## config.mk

```make
export PLATFORM = sky130hd
export DESIGN_NAME = vga_pattern_ctrl
export DESIGN_NICKNAME = d
export VERILOG_FILES = /design/src/rtl/vga_pkg.sv /design/src/rtl/vga_timing.sv /design/src/rtl/vga_pattern_ctrl.sv
export SDC_FILE = /design/constraint.sdc
export NUM_CORES = 1
export LEC_CHECK = 0
export CORE_AREA = 2 2 63 70
export CTS_CLUSTER_DIAMETER = 150
export DETAILED_ROUTE_END_ITERATION = 8
export DIE_AREA = 0 0 65 72
export MAX_ROUTING_LAYER = met4
export PLACE_DENSITY = 0.87
export SLEW_MARGIN = 20
export SYNTH_ARGS = -nofsm -noshare
export SYNTH_HDL_FRONTEND = slang
export SYNTH_HIERARCHICAL = 1
export SYNTH_SLANG_ARGS = --single-unit
```

## constraint.sdc

```tcl
create_clock -name clk_i -period 3.3 [get_ports clk_i]
set_input_delay 0.66 -clock clk_i [delete_from_list [all_inputs] [get_ports clk_i]]
set_output_delay 0.66 -clock clk_i [all_outputs]
set_load 0.005 [all_outputs]
```

## src/rtl/vga_pkg.sv

```systemverilog
// Shared VGA timing constants, colour codes and the pattern-sequencer state type.
package vga_pkg;

    localparam int H_ACTIVE = 640;
    localparam int H_FP     = 16;
    localparam int H_SYNC   = 96;
    localparam int H_BP     = 48;
    localparam int H_TOTAL  = H_ACTIVE + H_FP + H_SYNC + H_BP;
    localparam int HS_START = H_ACTIVE + H_FP;
    localparam int HS_END   = HS_START + H_SYNC - 1;

    localparam int V_ACTIVE = 480;
    localparam int V_FP     = 10;
    localparam int V_SYNC   = 2;
    localparam int V_BP     = 33;
    localparam int V_TOTAL  = V_ACTIVE + V_FP + V_SYNC + V_BP;
    localparam int VS_START = V_ACTIVE + V_FP;
    localparam int VS_END   = VS_START + V_SYNC - 1;

    localparam logic [2:0] BLACK = 3'b000;
    localparam logic [2:0] BLUE  = 3'b001;
    localparam logic [2:0] GREEN = 3'b010;
    localparam logic [2:0] CYAN  = 3'b011;
    localparam logic [2:0] RED   = 3'b100;

    typedef enum logic {
        RUN  = 1'b0,
        PEND = 1'b1
    } ctrl_state_e;

endpackage

```

## src/rtl/vga_timing.sv

```systemverilog
// Pixel/line counters with combinational active, sync, start-of-frame and end-of-frame decode.
module vga_timing #(
    parameter int H_ACTIVE = vga_pkg::H_ACTIVE,
    parameter int H_FP     = vga_pkg::H_FP,
    parameter int H_SYNC   = vga_pkg::H_SYNC,
    parameter int H_BP     = vga_pkg::H_BP,
    parameter int V_ACTIVE = vga_pkg::V_ACTIVE,
    parameter int V_FP     = vga_pkg::V_FP,
    parameter int V_SYNC   = vga_pkg::V_SYNC,
    parameter int V_BP     = vga_pkg::V_BP
) (
    input  logic       i_clk,
    input  logic       i_rst_n,
    output logic [9:0] o_h,
    output logic [9:0] o_v,
    output logic       o_active,
    output logic       o_hsync_n,
    output logic       o_vsync_n,
    output logic       o_sof,
    output logic       o_eof
);

    localparam logic [9:0] LP_H_ACT  = 10'(H_ACTIVE);
    localparam logic [9:0] LP_H_LAST = 10'(H_ACTIVE + H_FP + H_SYNC + H_BP - 1);
    localparam logic [9:0] LP_HS_LO  = 10'(H_ACTIVE + H_FP);
    localparam logic [9:0] LP_HS_HI  = 10'(H_ACTIVE + H_FP + H_SYNC - 1);
    localparam logic [9:0] LP_V_ACT  = 10'(V_ACTIVE);
    localparam logic [9:0] LP_V_LAST = 10'(V_ACTIVE + V_FP + V_SYNC + V_BP - 1);
    localparam logic [9:0] LP_VS_LO  = 10'(V_ACTIVE + V_FP);
    localparam logic [9:0] LP_VS_HI  = 10'(V_ACTIVE + V_FP + V_SYNC - 1);

    logic [9:0] r_h;
    logic [9:0] r_v;
    logic       w_h_last;
    logic       w_v_last;

    assign w_h_last = (r_h == LP_H_LAST);
    assign w_v_last = (r_v == LP_V_LAST);

    // NOTE: sequential state uses non-blocking assignments so every flop samples pre-edge values.
    always_ff @(posedge i_clk) begin
        if (!i_rst_n) begin
            r_h <= '0;
            r_v <= '0;
        end else if (w_h_last) begin
            r_h <= '0;
            r_v <= w_v_last ? '0 : r_v + 10'd1;
        end else begin
            r_h <= r_h + 10'd1;
        end
    end

    assign o_h       = r_h;
    assign o_v       = r_v;
    assign o_active  = (r_h < LP_H_ACT) && (r_v < LP_V_ACT);
    assign o_hsync_n = !((r_h >= LP_HS_LO) && (r_h <= LP_HS_HI));
    assign o_vsync_n = !((r_v >= LP_VS_LO) && (r_v <= LP_VS_HI));
    assign o_sof     = (r_h == 10'd0) && (r_v == 10'd0);
    assign o_eof     = w_h_last && w_v_last;

endmodule

```

## src/rtl/vga_pattern_ctrl.sv

```systemverilog
// Test-pattern sequencer: frame-boundary pattern switching (manual/auto) and registered, blanked output.
module vga_pattern_ctrl #(
    parameter int H_ACTIVE           = vga_pkg::H_ACTIVE,
    parameter int H_FP               = vga_pkg::H_FP,
    parameter int H_SYNC             = vga_pkg::H_SYNC,
    parameter int H_BP               = vga_pkg::H_BP,
    parameter int V_ACTIVE           = vga_pkg::V_ACTIVE,
    parameter int V_FP               = vga_pkg::V_FP,
    parameter int V_SYNC             = vga_pkg::V_SYNC,
    parameter int V_BP               = vga_pkg::V_BP,
    parameter int NUM_PATTERNS       = 4,
    parameter int FRAMES_PER_PATTERN = 60
) (
    input  logic                      clk_i,
    input  logic                      rst_ni,
    input  logic                      next_i,
    input  logic                      auto_en_i,
    input  logic [3*NUM_PATTERNS-1:0] pat_rgb_i,
    output logic [9:0]                column_o,
    output logic [9:0]                row_o,
    output logic [1:0]                pattern_sel_o,
    output logic [2:0]                rgb_o,
    output logic                      hsync_o,
    output logic                      vsync_o,
    output logic                      video_on_o,
    output logic                      frame_start_o
);
    import vga_pkg::*;

    localparam int              FC_W     = (FRAMES_PER_PATTERN > 1) ? $clog2(FRAMES_PER_PATTERN) : 1;
    localparam logic [FC_W-1:0] FC_LAST  = FC_W'(FRAMES_PER_PATTERN - 1);
    localparam logic [1:0]      SEL_LAST = 2'(NUM_PATTERNS - 1);

    logic            w_active, w_hsync_n, w_vsync_n, w_sof, w_eof;
    ctrl_state_e     r_state, w_state_next;
    logic [1:0]      r_sel, w_sel_next;
    logic [FC_W-1:0] r_fcnt, w_fcnt_next;
    logic            w_advance;
    logic [2:0]      w_pix;
    logic [2:0]      r_rgb;
    logic            r_hsync_n, r_vsync_n, r_video_on, r_frame_start;

    vga_timing #(
        .H_ACTIVE (H_ACTIVE), .H_FP (H_FP), .H_SYNC (H_SYNC), .H_BP (H_BP),
        .V_ACTIVE (V_ACTIVE), .V_FP (V_FP), .V_SYNC (V_SYNC), .V_BP (V_BP)
    ) u_timing (
        .i_clk     (clk_i),
        .i_rst_n   (rst_ni),
        .o_h       (column_o),
        .o_v       (row_o),
        .o_active  (w_active),
        .o_hsync_n (w_hsync_n),
        .o_vsync_n (w_vsync_n),
        .o_sof     (w_sof),
        .o_eof     (w_eof)
    );

    // NOTE: every output of this block gets a default first, so no path can infer a latch.
    always_comb begin
        w_state_next = r_state;
        w_sel_next   = r_sel;
        w_fcnt_next  = r_fcnt;
        w_advance    = 1'b0;
        if (w_eof) begin
            // A pending request, a request on the EOF cycle itself and an auto expiry merge into one step.
            w_advance    = (r_state == PEND) || next_i || (auto_en_i && (r_fcnt == FC_LAST));
            w_state_next = RUN;
            if (w_advance) begin
                w_sel_next  = (r_sel == SEL_LAST) ? 2'd0 : r_sel + 2'd1;
                w_fcnt_next = '0;
            end else if (auto_en_i) begin
                w_fcnt_next = r_fcnt + FC_W'(1);
            end
        end else if (next_i) begin
            w_state_next = PEND;
        end
        if (!auto_en_i) begin
            w_fcnt_next = '0;
        end
    end

    always_ff @(posedge clk_i) begin
        if (!rst_ni) begin
            r_state <= RUN;
            r_sel   <= '0;
            r_fcnt  <= '0;
        end else begin
            r_state <= w_state_next;
            r_sel   <= w_sel_next;
            r_fcnt  <= w_fcnt_next;
        end
    end

    always_comb begin
        w_pix = BLACK;
        for (int k = 0; k < NUM_PATTERNS; k++) begin
            if (r_sel == 2'(k)) begin
                w_pix = pat_rgb_i[3*k +: 3];
            end
        end
    end

    // Sync and flag terms share the pre-edge counters with the pixel, so they stay aligned to rgb_o.
    always_ff @(posedge clk_i) begin
        if (!rst_ni) begin
            r_rgb         <= BLACK;
            r_hsync_n     <= 1'b1;
            r_vsync_n     <= 1'b1;
            r_video_on    <= 1'b0;
            r_frame_start <= 1'b0;
        end else begin
            r_rgb         <= w_active ? w_pix : BLACK;
            r_hsync_n     <= w_hsync_n;
            r_vsync_n     <= w_vsync_n;
            r_video_on    <= w_active;
            r_frame_start <= w_sof;
        end
    end

    assign pattern_sel_o = r_sel;
    assign rgb_o         = r_rgb;
    assign hsync_o       = r_hsync_n;
    assign vsync_o       = r_vsync_n;
    assign video_on_o    = r_video_on;
    assign frame_start_o = r_frame_start;

endmodule

```

; ---- Word level (Yosys, flattened, before mapping)
; Cells that the tools add are included.
[word_totals]
reg_bits = 36
in_bits = 16
elab_cells = 52
[classes]
n_addsub = 4
magnitude_cmp = 6
n_eq_ne = 6
muxes = 7
n_bitwise = 1
reduce_logical = 18
[op_table]
columns = operator, n
row1 = $add 10x1->10 const B, 2
row2 = $eq 10x10->1 const B, 2
row3 = $logic_not 10->1, 2
row4 = $mux 3, 4
row5 = $ge 10x10->1 const B, 1
row6 = $ge 10x9->1 const B, 1
row7 = $le 10x10->1 const B, 1
row8 = $le 10x9->1 const B, 1
row9 = $lt 10x10->1 const B, 1
row10 = $lt 10x9->1 const B, 1
row11 = $mux 10, 1
row12 = $add 6x1->6 const B, 1
row13 = $eq 6x6->1 const B, 1
row14 = $logic_and 1x1->1, 6
row15 = $mux 6, 1
row16 = $reduce_and 2->1, 3
row17 = $eq 2x2->1 const B, 2
row18 = $reduce_or 2->1, 2
row19 = $add 2x1->2 const B, 1
row20 = $eq 2x1->1 const B, 1
row21 = $logic_not 1->1, 2
row22 = $logic_not 2->1, 1
row23 = $logic_or 1x1->1, 2
row24 = $mux 2, 1
row25 = $not 1->1, 1

; ---- Longest topological paths before layout
; Gate-level depths: netlist of the first run.
[depth]
ltp_word = 5
depth_mapped = 9

; ---- Cells and area by module
; The synthesis of the first run kept the hierarchy.
[by_module_without_submodules]
columns = module, instances, cells_per_inst, area_per_inst_um2, seq_area_each_um2
row1 = vga_timing, 1, 132, 1088.5, 400.4
row2 = vga_pattern_ctrl, 1, 86, 789.5, 320.3

; ---- Worst setup path before layout of the first run
; Ideal clock, no wire load.
[synth_path]
path_type = flip-flop to flip-flop
start = register u_timing.r_h[0] (netlist: u_timing/o_h[0])
end = register r_fcnt[5]
t_arrival_ns = 2.291
slack_ns = 0.929
stages_incl_launch_ff = 10
n_path_buf = 2
period_less_slack_ns = 2.371
cell_sequence = dfxtp_1 > ha_1 > nand4_1 > or3_4 > buf_6 > nor2_1 > buf_4 > nand4_1 > or3_1 > a211oi_2
[synth_via]
elab_chain_cells = 2
[synth_rtl]
columns = item, line
row1 = start: declaration, vga_timing.sv:32  ; logic [9:0] r_h;
row2 = start signal: assignment, vga_timing.sv:49  ; r_h <= r_h + 10'd1;
row3 = $eq 10x10->1, vga_timing.sv:37  ; assign w_h_last = (r_h == LP_H_LAST);
row4 = $logic_and 1x1->1, vga_timing.sv:59  ; assign o_eof = w_h_last && w_v_last;
row5 = net w_eof, vga_pattern_ctrl.sv:34  ; logic w_active, w_hsync_n, w_vsync_n, w_sof, w_eof;
row6 = end signal: assignment, vga_pattern_ctrl.sv:90  ; r_fcnt <= w_fcnt_next;
row7 = end: declaration, vga_pattern_ctrl.sv:37  ; logic [FC_W-1:0] r_fcnt, w_fcnt_next;
; The timed path passes the listed nets, and every way through them passes these cells.
; A chain may end at the register's enable or synchronous reset.

; ---- Worst setup path in the final report of the first run
; Same ends and word-level chain as after synthesis.

==> impl_metrics.json, run 1 <==
{
  "status": "complete, no violations",
  "crit_type": "reg2reg",
  "hold_depth": 2,
  "vias_per_cell": 5.38,
  "cts_hold_buf": 0,
  "r2r_end": "r_fcnt[5]",
  "ys.flop_type": "dfxtp_1",
  "clock_skew_ns": 0.00435,
  "netlist_area_sq_um": 1880,
  "die_area_sq_um": 4680,
  "p_per_area_nw_per_um2": 346,
  "fp.dieW_um": 65,
  "setup_ws_ns": 0.839,
  "wl_per_cell_um": 13.3,
  "fillCellCount": 345,
  "max_clock_freq_mhz": 406,
  "ys_ff_latch": 36,
  "slowest_stage": "or3_4",
  "clk_pin_slew_ns": 0.07,
  "grt_pass1_wl_mm": 7.00,
  "crit_family": "simple AND/OR/NAND/NOR gates",
  "synth.distinct_cells": 43,
  "diodes": 0,
  "drcViolationCount": 0,
  "synth_edf_count": 0,
  "track_usage_pct": 19.2,
  "dr.pass1.iters": 4,
  "crit_top_cell": "nand4_1",
  "syn_nets": 243,
  "nNetsFinal": 288,
  "finalSetupViolCount": 0,
  "end_kind": "flip-flop",
  "wirelength_mm": 4.19,
  "min_period_over_period_pct": 74.6,
  "antenna_found_initial": 0,
  "slew_headroom_pct": 54.7,
  "dr.first_iter.drc_count": 78,
  "cts_inserted_buffers": 5,
  "vias": 1695,
  "rows": 24,
  "clock_latency_ns": 0.28,
  "core_area_sq_um": 3930,
  "hold_viol_final": 0,
  "syn2layout_area_growth_pct": 30.0,
  "finalCriticalPeriod_ns": 2.46,
  "hold_start": "r_fcnt[1]",
  "rrSetupSlack_ns": 0.84,
  "synthCells": 218,
  "worstMarginPinSlew_ns": 0.677,
  "num_io_pins": 45,
  "cp_num_buf_inv": 1,
  "cp_max_fo": 11,
  "p_leak_nw": 0.884,
  "io_buffers": 44,
  "yosys.area.top_type_share_pct": 38.4,
  "cp_data_required_time_ns": 3.51,
  "reg2reg_depth": 8,
  "cts-htree-levels": 2,
  "die_h_um": 72,
  "grt_max_degree": 22,
  "synth-seq-area-share_pct": 38.4,
  "multi_input_area_sq_um": 1060,
  "holdCritPathClass": "reg2reg",
  "worst_path_largest_cell_delay_ns": 0.51,
  "path_cells": "ha_1 > nand4_1 > or3_4 > nor2_1 > buf_4 > nand4_1 > or3_1 > a211oi_2",
  "hold_end": "r_fcnt[1]",
  "gp_congestion": 0.842,
  "critical_path_arrival_ns": 2.67,
  "numClockSinks": 36,
  "postRouteAntennaNets": 0,
  "cts_tree": "built",
  "finalMaxSlewViolations": 0,
  "drv_cap": 0,
  "first_global_vias": 1640,
  "start_util_pct": 47.7,
  "crit_path_start_kind": "flip-flop",
  "cts_resized": 0,
  "ys_warn_count": 6,
  "yosys.area.top_type": "dfxtp_1",
  "layoutNonFillerInstCount": 315,
  "synth.area.top_cells": "dfxtp_1 (38%), ha_1 (6.0%), nand2_1 (4.8%)",
  "ys_async_sr_fraction_pct": 0,
  "hpwlAfterDp_mm": 2.95,
  "rsz0062_at_grt": "no",
  "r2r-start": "u_timing/o_h[0]",
  "clock_path_buffers": 2,
  "preCtsSetupSlack_ns": 0.862,
  "grt_overflow": 0,
  "fin_setup_tns_ns": 0,
  "post-cts-setup-buffer-count": 0,
  "ir_worst_vdd_mv": 0.331,
  "drive_gt1_share_pct": 7.22,
  "cts_root_buf": "clkbuf_8",
  "syn_avg_cell_area_sq_um": 8.61,
  "dp.cells": 308,
  "final-seq-area_sq_um": 721
}
## logic make-up after synthesis
family	after synthesis	synth area share, %
flops	36	38.4
compound gates	33	12.3
simple gates	104	30.6
xor+xnor	13	6.06
fa+ha+maj	9	6.00
buf+inv	20	5.06
mux	3	1.60
## cell usage after synthesis, types with 2 or more instances
cell type and count:
dfxtp_1 36, nand2_1 24, nor2_1 16, a21oi_1 12, inv_1 12, nand3_1 10, nand4_1 10, ha_1 9
o21ai_0 8, xnor2_1 7, nor3_1 6, nor4_1 6, xor2_1 6, and2_1 4, nand2b_1 4, or3_1 4
a221o_1 3, and3_1 3, clkbuf_1 3, mux2i_1 3, nand3b_1 3, buf_6 2, nor2b_1 2, o2111ai_1 2
o21ai_1 2, o31ai_1 2, or3_4 2, or4_4 2
## metrics by stage
step | area (sq um) | hold WS [ns] | power [mW] | util, %
6_report | 2440 | 0.505 | 0.846 | 62.1
5_1_grt | 2440 | 0.525 | 0.878 | 62.1
4_1_cts | 2440 | 0.509 | 0.855 | 62.1
3_5_place_dp | 2340 | 0.491 | 0.519 | 59.6
3_3_place_gp | 2340 | 0.471 | 0.518 | 59.6
2_1_floorplan | 1880 | 0.462 | 0.480 | -
## metal layers
layer / up-vias / GRT usage (%) / wire, um
met5: - / - / 0
met4: 0 / 4.96 / 40
met3: 4 / 5.12 / 235
met2: 54 / 32.4 / 1960
met1: 768 / 22.6 / 1960
li1: 869 / - / -
## worst register-to-register path, stage by stage, from the launching register on
cell and delay [ns]:
dfxtp_1 0.41, ha_1 0.25, nand4_1 0.22, or3_4 0.52, nor2_1 0.12, buf_4 0.17
nand4_1 0.14, or3_1 0.34, a211oi_2 0.21
## where the power goes
| part | leakage, nW | internal [mW] | switching [mW] |
|---|---|---|---|
| logic | 0.541 | 0.0370 | 0.0234 |
| registers | 0.292 | 0.442 | 0.00614 |
| clock network | 0.0503 | 0.186 | 0.151 |
| total | 0.884 | 0.665 | 0.181 |
## state kept, by name, summed over array words and instances (netlist names)
| signal | flops |
|---|---|
| vsync_o | 1 |
| frame_start_o | 1 |
| pattern_sel_o | 2 |
| video_on_o | 1 |
| r_fcnt | 6 |
| u_timing/o_v | 10 |
| u_timing/o_h | 10 |
| rgb_o | 3 |
| hsync_o | 1 |
| r_state | 1 |
## worst max path at each step
stage / start / to / slack [ns] / cells past startpoint
CTS: u_timing/o_h[0] / pattern_sel_o[1] / 0.85 / 8
floorplan: u_timing/o_h[0] / r_fcnt[5] / 0.93 / 9
finish: u_timing/o_h[0] / r_fcnt[5] / 0.84 / 8
detailed placement: u_timing/o_h[0] / pattern_sel_o[1] / 0.86 / 8
global placement: u_timing/o_h[0] / r_fcnt[5] / 0.95 / 8
global route: u_timing/o_h[0] / r_fcnt[5] / 0.64 / 8
## area by class of cell
type / instances / share of cell area [%]
tap: 52 / 2.67
sequential: 36 / 29.5
timing repair buffer: 45 / 18.3
multi-input combinational: 162 / 43.5
inverter: 13 / 2.00
clock buffer: 7 / 3.95
## cells in the final DEF, fill, tap and decap left out, types with 6 or more instances in the layout
cell,Yosys,layout
dfxtp_1,36,36
clkdlybuf4s50_1,0,44
nor4_1,6,6
clkbuf_8,0,7
nand4_1,10,10
inv_1,12,12
nand2_1,24,24
o21ai_0,8,8
xor2_1,6,6
nor2_1,16,16
ha_1,9,9
xnor2_1,7,7
a21oi_1,12,12
nor3_1,6,6
nand3_1,10,10
No activity file was read; power rests on OpenSTA's default activity.
==> run 2, diff against run 1 <==
--- a/config.mk
+++ b/config.mk
@@ -5,12 +5,12 @@
 export SDC_FILE = /design/constraint.sdc
 export NUM_CORES = 1
 export LEC_CHECK = 0
-export CORE_AREA = 2 2 63 70
+export CORE_AREA = 2 2 66 74
 export CTS_CLUSTER_DIAMETER = 150
 export DETAILED_ROUTE_END_ITERATION = 8
-export DIE_AREA = 0 0 65 72
+export DIE_AREA = 0 0 68 76
 export MAX_ROUTING_LAYER = met4
-export PLACE_DENSITY = 0.87
+export PLACE_DENSITY = 0.83
 export SLEW_MARGIN = 20
 export SYNTH_ARGS = -nofsm -noshare
 export SYNTH_HDL_FRONTEND = slang
==> constraint.sdc (replaced) <==
create_clock -name clk_i -period 2.1 [get_ports clk_i]
set_input_delay 0.42 -clock clk_i [delete_from_list [all_inputs] [get_ports clk_i]]
set_output_delay 0.42 -clock clk_i [all_outputs]
set_load 0.005 [all_outputs]
==> run 2 against run 1 <==
Compared with the run above: the run now ends with setup timing left; final area is 7.9% higher; critical endpoint is now r_fcnt[3]; sequential power is 57% higher; clock skew is 0.0052 ns higher; via count is 8.6% higher; critical path type unchanged; hold slack hardly changed.
==> impl_metrics.json, run 2 (same netlist as run 1, synthesis figures left out) <==
{
  "status": "finished, violations left",
  "violations": "setup timing",
  "vias_per_cell": 5.36,
  "fp.dieW_um": 68,
  "drcViolationCount": 0,
  "num_io_pins": 45,
  "nNetsFinal": 312,
  "ir_worst_vdd_mv": 0.427,
  "cts_hold_buf": 0,
  "rows": 26,
  "most-common-layout-cells": "clkdlybuf4s50_1 (44), dfxtp_1 (33), buf_4 (25)",
  "crit_path_start_kind": "flip-flop",
  "clock_skew_ns": 0.00951,
  "cp_max_fo": 4,
  "p_sw_share_pct": 22.8,
  "finalCriticalPeriod_ns": 2.12,
  "vias": 1840,
  "first_global_vias": 1668,
  "max_clock_freq_mhz": 472,
  "die_area_sq_um": 5170,
  "start_util_pct": 41.8,
  "pwr-share-clk_pct": 36.3,
  "layout_commonest_cell": "clkdlybuf4s50_1",
  "min_period_over_period_pct": 101,
  "intPower_mw": 0.989,
  "syn2layout_area_growth_pct": 40.2,
  "track_usage_pct": 18.9,
  "clk_pin_slew_ns": 0.07,
  "clock_path_buffers": 2,
  "worstMarginPinSlew_ns": 0.426,
  "slew_headroom_pct": 71.5,
  "power.total_mw": 1.28,
  "cts_tree": "built",
  "rsz0062_at_grt": "yes",
  "whs_ns": 0.505,
  "grt_overflow": 0,
  "die_h_um": 76,
  "drive_gt1_share_pct": 16.7,
  "antenna_found_initial": 0,
  "wirelength_mm": 4.72,
  "wl_per_cell_um": 13.8,
  "gp_congestion": 0.873,
  "drv_cap": 0,
  "finalMaxSlewViolations": 0,
  "hpwlAfterDp_mm": 3.46,
  "setup_ws_ns": -0.0178,
  "p_per_area_nw_per_um2": 486,
  "cp_data_required_time_ns": 2.28,
  "p_leak_nw": 1.00,
  "numClockSinks": 36,
  "cts_inserted_buffers": 5,
  "cts_root_buf": "clkbuf_8",
  "clock_latency_ns": 0.29,
  "p_comb_share_pct": 8.8,
  "grt_pass1_wl_mm": 7.33,
  "crit_type": "reg2reg",
  "cts-htree-levels": 2,
  "finalSetupViolCount": 3,
  "postRouteAntennaNets": 0,
  "holdCritPathClass": "reg2reg",
  "dr.first_iter.drc_count": 133,
  "critical_path_arrival_ns": 2.29,
  "core_area_sq_um": 4490,
  "end_kind": "flip-flop",
  "p_sw_mw": 0.292,
  "hold_viol_final": 0,
  "seq_power_share_pct": 54.9,
  "io_buffers": 44,
  "grt_max_degree": 11,
  "diodes": 0,
  "dr.pass1.iters": 4
}
run 2: cell count changes in the layout (fill, tap and decap cells not counted), sizes merged:
| cell | change |
|---|---|
| buf | +24 |
| clkbuf | -1 |
| clkinv | +1 |
run 2: critical path, cell delays in order (launching register included):
cell     delay [ns]
dfxtp_2        0.32
or3_4          0.40
or3_4          0.36
nor2_4         0.17
nand2_2        0.08
o41ai_4        0.44
buf_4          0.19
nor3_1         0.04
run 2: per-stage QoR:
step / setup WS [ns] / utilization (%) / TNS (ns) / cell area [sq um] / std cells
2_1_floorplan: -0.132 / - / -0.132 / 1900 / 218
3_3_place_gp: 0.132 / 55.8 / 0 / 2510 / 331
3_5_place_dp: 0.0217 / 55.8 / 0 / 2510 / 331
4_1_cts: 0.0111 / 57.6 / 0 / 2580 / 338
5_1_grt: -0.0870 / 58.7 / -0.269 / 2630 / 343
6_report: -0.0178 / 58.7 / -0.0425 / 2630 / 343
run 2: worst paths after layout:
kind | from | to | slack [ns] | cells past startpoint
worst max-delay path | u_timing/o_h[6] | r_fcnt[3] | -0.02 | 7
worst max register to register | u_timing/o_h[6] | r_fcnt[3] | -0.02 | 7
worst min-delay path | r_fcnt[1] | r_fcnt[1] | 0.51 | 2
worst min register to register | r_fcnt[1] | r_fcnt[1] | 0.51 | 2
run 2: what timing repair did:
action                     4_1_cts  5_1_grt
setup buffers                    0        5
resized for setup                0        2
setup endpoints to repair        0        3
run 2: per-layer routing:
layer	global-route usage (%)	wire length, um	vias to the layer above
met5	-	0	-
met3	4.43	327	8
met4	10.2	82	0
li1	-	-	915
met1	21.2	1960	847
met2	30.1	2350	70
run 2: area by class of cell:
| type | count | area [sq um] |
|---|---|---|
| flip-flops and latches | 36 | 724 |
| multi-input cells | 162 | 1080 |
| inverters | 13 | 48.8 |
| clock inverters | 1 | 5.00 |
| clock buffers | 6 | 72.6 |
| well taps | 56 | 70.1 |
| repair buffers | 69 | 628 |
| fillers | 403 | 1860 |
run 2: power groups by stage:
stage                     sequential, mW  combinational [mW]  clock, mW
after floorplan                    0.721              0.0347          0
after global placement             0.716               0.111          0
after detailed placement           0.717               0.112          0
after CTS                          0.701               0.113      0.477
after global routing               0.704               0.122      0.505
final                              0.703               0.113      0.465
